**src/rtl/hazard_stall_controller.sv**
```systemverilog
// Stall/flush sequencer for the 5-stage pipeline: load-use interlock,
// branch/jump flush, MDU front-end hold and data-memory freeze, plus a
// saturating stall-cycle performance counter.
module hazard_stall_controller #(
    parameter int MDU_LATENCY = 32,
    parameter int PERF_W      = 16
) (
    input  logic              clk,
    input  logic              reset,
    input  logic [4:0]        id_rs,
    input  logic [4:0]        id_rt,
    input  logic              id_uses_rt,
    input  logic              id_ex_mem_read,
    input  logic [4:0]        id_ex_rt,
    input  logic              branch_taken,
    input  logic              jump,
    input  logic              mdu_start,
    input  logic              mem_req,
    input  logic              mem_ready,
    output logic              pc_write,
    output logic              if_id_write,
    output logic              if_id_flush,
    output logic              id_ex_bubble,
    output logic              pipe_hold,
    output logic              mdu_busy,
    output logic [PERF_W-1:0] stall_cycles
);

    localparam int CNT_W = $clog2(MDU_LATENCY + 1);
    localparam logic [CNT_W-1:0] CNT_LOAD = CNT_W'(MDU_LATENCY - 1);
    localparam logic [CNT_W-1:0] CNT_ONE  = CNT_W'(1);

    typedef enum logic {
        RUN      = 1'b0,
        MDU_BUSY = 1'b1
    } state_t;

    state_t           state;
    state_t           state_next;
    logic [CNT_W-1:0] mdu_cnt;
    logic [CNT_W-1:0] mdu_cnt_next;
    logic             freeze;
    logic             load_use;

    // Increment that sticks at all-ones instead of wrapping.
    function automatic logic [PERF_W-1:0] sat_inc(input logic [PERF_W-1:0] value);
        if (value == '1) begin
            return value;
        end
        return value + PERF_W'(1);
    endfunction

    assign freeze   = mem_req & ~mem_ready;
    // Register 0 is never a real producer, so a load to $zero cannot hazard.
    assign load_use = id_ex_mem_read & (id_ex_rt != 5'd0) &
                      ((id_ex_rt == id_rs) | (id_uses_rt & (id_ex_rt == id_rt)));
    assign mdu_busy = (state == MDU_BUSY);

    // Next-state/counter logic and the zero-latency pipeline controls.
    always_comb begin
        state_next   = state;
        mdu_cnt_next = mdu_cnt;
        pc_write     = 1'b1;
        if_id_write  = 1'b1;
        if_id_flush  = 1'b0;
        id_ex_bubble = 1'b0;
        pipe_hold    = 1'b0;

        // The MDU runs on its own, so the countdown continues while frozen.
        case (state)
            RUN: begin
                if (!freeze && mdu_start) begin
                    state_next   = MDU_BUSY;
                    mdu_cnt_next = CNT_LOAD;
                end
            end
            MDU_BUSY: begin
                if (mdu_cnt <= CNT_ONE) begin
                    state_next   = RUN;
                    mdu_cnt_next = '0;
                end else begin
                    mdu_cnt_next = mdu_cnt - CNT_ONE;
                end
            end
            default: begin
                state_next   = RUN;
                mdu_cnt_next = '0;
            end
        endcase

        if (!reset) begin
            pc_write     = 1'b0;
            if_id_write  = 1'b0;
            if_id_flush  = 1'b1;
            id_ex_bubble = 1'b1;
        end else if (freeze) begin
            pc_write     = 1'b0;
            if_id_write  = 1'b0;
            pipe_hold    = 1'b1;
        end else if (state == MDU_BUSY) begin
            pc_write     = 1'b0;
            if_id_write  = 1'b0;
            id_ex_bubble = 1'b1;
        end else if (mdu_start) begin
            pc_write     = 1'b1;
            if_id_write  = 1'b1;
        end else if (load_use) begin
            // Stall wins over a branch: it re-resolves next cycle with forwarded data.
            pc_write     = 1'b0;
            if_id_write  = 1'b0;
            id_ex_bubble = 1'b1;
        end else if (branch_taken || jump) begin
            if_id_flush  = 1'b1;
        end
    end

    // State, MDU countdown and stall-cycle counter registers.
    always_ff @(posedge clk) begin
        if (!reset) begin
            state        <= RUN;
            mdu_cnt      <= '0;
            stall_cycles <= '0;
        end else begin
            state   <= state_next;
            mdu_cnt <= mdu_cnt_next;
            if (!pc_write) begin
                stall_cycles <= sat_inc(stall_cycles);
            end
        end
    end

endmodule

```
**config.mk**
```make
export PLATFORM = sky130hd
export DESIGN_NAME = hazard_stall_controller
export DESIGN_NICKNAME = d
export VERILOG_FILES = /design/src/rtl/hazard_stall_controller.sv
export SDC_FILE = /design/constraint.sdc
export NUM_CORES = 1
export LEC_CHECK = 0
export BUFFER_PORTS_ARGS = -buffer_cell sky130_fd_sc_hd__buf_2
export CORE_UTILIZATION = 54
export CTS_CLUSTER_SIZE = 16
export DETAILED_ROUTE_END_ITERATION = 16
export GPL_TIMING_DRIVEN = 0
export PLACE_DENSITY = 0.83
export SLEW_MARGIN = 20
export SYNTH_ARGS = -nofsm -noshare
export SYNTH_HDL_FRONTEND = slang
export SYNTH_SLANG_ARGS = --single-unit
```
**constraint.sdc**
```tcl
create_clock -name clk -period 6.2 [get_ports clk]
set_clock_uncertainty 0.15 [all_clocks]
set_input_delay 1.24 -clock clk [delete_from_list [all_inputs] [get_ports clk]]
set_output_delay 1.24 -clock clk [all_outputs]
set_load 0.02 [all_outputs]
```
==> results.md <==
* TNS Setup at 0 ns
* Min Tclk post-route at 4.320 ns
* Mapped Nets at 194
* Critical Path AT at 2.93 ns
* Fin area at 1718 um2
* Cells after DPL at 242
* Num rows at 18
* Initial Util at 0.5763
* Ys flop type: dfxtp_1
* First-pass GRT wire length at 5865 um
* Power per standard cell area at 183.3 nW/um2
* Min-Delay Endpoint: stall_cycles[10]
* Slew Limit Headroom at 0.6322
* Final hold violation count at 0
* GRT overflow at 0
* Critical Path RT at 4.81 ns
* Yosys warning count at 0
* Sequential share of the synthesized area at 0.3225
* Core region area at 2477 um2
* CP Capture Type: output pin
* Comb power frac at 0.256
* # IOs at 46
* Setup Buffers After CTS at 0
* Cell variety after synth at 44
* Synth Register Bits at 23
* Status: complete, no violations
* NetSw at 0.1021 mW
* RSZ-0062 raised after global routing: false
* Min Hold Slack at 0.3534 ns
* Synthesized area at 1428 um2
* Sequential fraction of design power at 0.514
* Post-route setup slack at 1.880 ns
* Ys async rst share at 0
* Post-synth EDFFs at 0
* Initial antenna violation count at 0
* Post-layout util at 0.6934
* Finished Layout Cells at 246
* Die height at 53.42 um
* Critical R2R Capture: stall_cycles[4]
* LEAKAGE at 0.6937 nW
* Via count at 1,528
* Crit start category: input port
* Cells after Synth at 167
* Net Sw Frac at 0.3242
* Final setup fails at 0
* Post-DP HPWL at 2652 um
* CTS buffer count at 3
* Max Cap Violations at 0
* Area leader, netlist: dfxtp_1
* Die width at 53.42 um
* Int Power at 0.2128 mW
* Ratio of cells with drive above 1 in the final layout at 0.2917
* Flop-to-flop setup slack at 3.78 ns
* Top-count cell post-synth: dfxtp_1
* Yosys top cell area share at 0.3225
* Overall power at 0.3149 mW
* Post-DRT Antenna Nets at 0
* Peak VDD IR at 0.1056 mV
* H-tree Lvls at 1
* Crit path max fanout at 11
* Worst Tran Pin Value at 0.5518 ns
* Hold_sp: stall_cycles[10]
* First drt pass iteration count at 4
* Resize count post-CTS at 0
* NumNets Final at 244
* CTS Root Cell: clkbuf_4
* Clock Sinks at 23
* Clock buffer depth at 2
* Iter 0 DRT Violations at 46
* Largest cells by area after synthesis: dfxtp_1 (32%), a21oi_1 (7.0%), xor2_1 (5.5%)
* Synth top cells by count: dfxtp_1 (23), a21oi_1 (20), nor2_1 (11), nand2_1 (9), xor2_1 (9)
* Worst min path class: register to register
* Max-slew violation count at 0
* Largest net degree at the start of global routing at 14
* FILL cells at 215
* Depth of the most critical reg-to-reg path at 8
* Clock share of power at 0.230
* Clock-pin slew on the worst setup and hold paths at 0.14 ns
* Port bufs at 45
* # hold bufs at CTS at 0
* Number of diodes at 0
* Vias/cell at 6.211
* CP Class: input port to output pin
* Post-route clock period utilization at 0.6969
* GP Congestion at 0.7927
* DR WL/cell at 14.53 um
* Vias in the first global route at 1,428
* Syn Area/Cell at 8.549 um2
* Area delta synth->final at 20.33%
* # DRC at 0
* Routed WL at 3575 um
* Cell Area, Placed at 1690 um2
* Max Clock Freq at 231.5 MHz
* Worst-Skew Late Latency at 0.32 ns
* Die Area at 2853 um2
* Setup WS pre-CTS at 1.876 ns
* TritonCTS clock tree: yes
* Total GRT Usage at 0.2760
* WHS Path Cells at 2
* Reg-to-reg startpoint: stall_cycles[0]
==> final cells by class <==
cell class	count	area, um2	area share
multi-input combinational	130	894.6	0.5208
sequential	23	460.4	0.2680
timing repair buffer	45	225.2	0.1311
buffer	9	53.80	0.03132
tap	30	37.54	0.02185
clock buffer	3	22.52	0.01311
inverter	5	18.77	0.01092
clock inverter	1	5.005	0.002913
==> cells in the final DEF (no fill, tap or decap), types with 2 or more instances in the layout <==
master | netlist | layout
nor4b_2 | 3 | 3
o31ai_1 | 4 | 4
dfxtp_1 | 23 | 23
buf_6 | 2 | 2
ha_1 | 3 | 3
nand2_1 | 9 | 9
o41ai_1 | 4 | 4
inv_1 | 5 | 5
o21ai_0 | 5 | 5
nor2_1 | 11 | 11
a31o_2 | 2 | 2
clkbuf_4 | 0 | 3
a21oi_1 | 20 | 20
o21a_1 | 2 | 2
clkbuf_1 | 5 | 5
nand2b_1 | 7 | 7
mux2i_1 | 5 | 5
nor3_1 | 3 | 3
nand3_1 | 8 | 8
nor4_2 | 3 | 3
nor3b_1 | 2 | 2
and3_1 | 4 | 4
o41a_1 | 2 | 2
or4_1 | 6 | 6
xor2_1 | 9 | 9
buf_2 | 1 | 46
==> state kept, by name (all words and copies together) (netlist names) <==
name / count
stall_cycles: 16
mdu_busy: 1
mdu_cnt: 6
==> kinds of logic (layout without fill, tap and decap cells) <==
family,count (synthesis),after routing,synth area share
AND/OR/NAND/NOR,65,65,0.2866
AO/OA/AOI/OAI,47,47,0.2174
flip-flops,23,23,0.3225
buffers and inverters,14,63,0.05083
XOR/XNOR,10,10,0.06135
multiplexers,5,5,0.03506
adder cells (fa/ha/maj),3,3,0.02630
==> how the worst max path moves through the flow <==
| stage | from | end | slack [ns] | depth (start not counted) |
|---|---|---|---|---|
| 6_report | id_ex_rt[3] | pc_write | 1.88 | 9 |
| 4_1_cts | id_ex_rt[3] | pc_write | 1.87 | 9 |
| 2_1_floorplan | id_ex_rt[3] | pc_write | 2.20 | 7 |
| 5_1_grt | id_ex_rt[1] | pc_write | 1.77 | 8 |
| 3_3_place_gp | id_ex_rt[3] | pc_write | 1.89 | 9 |
| 3_5_place_dp | id_ex_rt[3] | pc_write | 1.88 | 9 |
==> routing by layer <==
layer | share of wire | global-route usage
met1 | 0.42 | 0.3173
met2 | 0.50 | 0.4979
met3 | 0.062 | 0.05172
met4 | 0.014 | 0.09649
met5 | 0 | 0
==> power groups by stage <==
stage | combinational [mW] | clock [mW] | sequential (mW)
floorplan | 0.0514 | 0 | 0.167
global placement | 0.0757 | 0 | 0.164
detailed placement | 0.0797 | 0 | 0.165
CTS | 0.0803 | 0.0723 | 0.162
global route | 0.0886 | 0.0797 | 0.163
finish | 0.0806 | 0.0724 | 0.162
==> worst max-delay path: stages <==
cell	delay (ns)
buf_2	0.12
xor2_1	0.16
nor4_2	0.26
a32oi_1	0.16
o311a_1	0.36
buf_6	0.14
buf_2	0.19
buf_4	0.15
buf_2	0.14
Power figures use the tool's default switching activity.
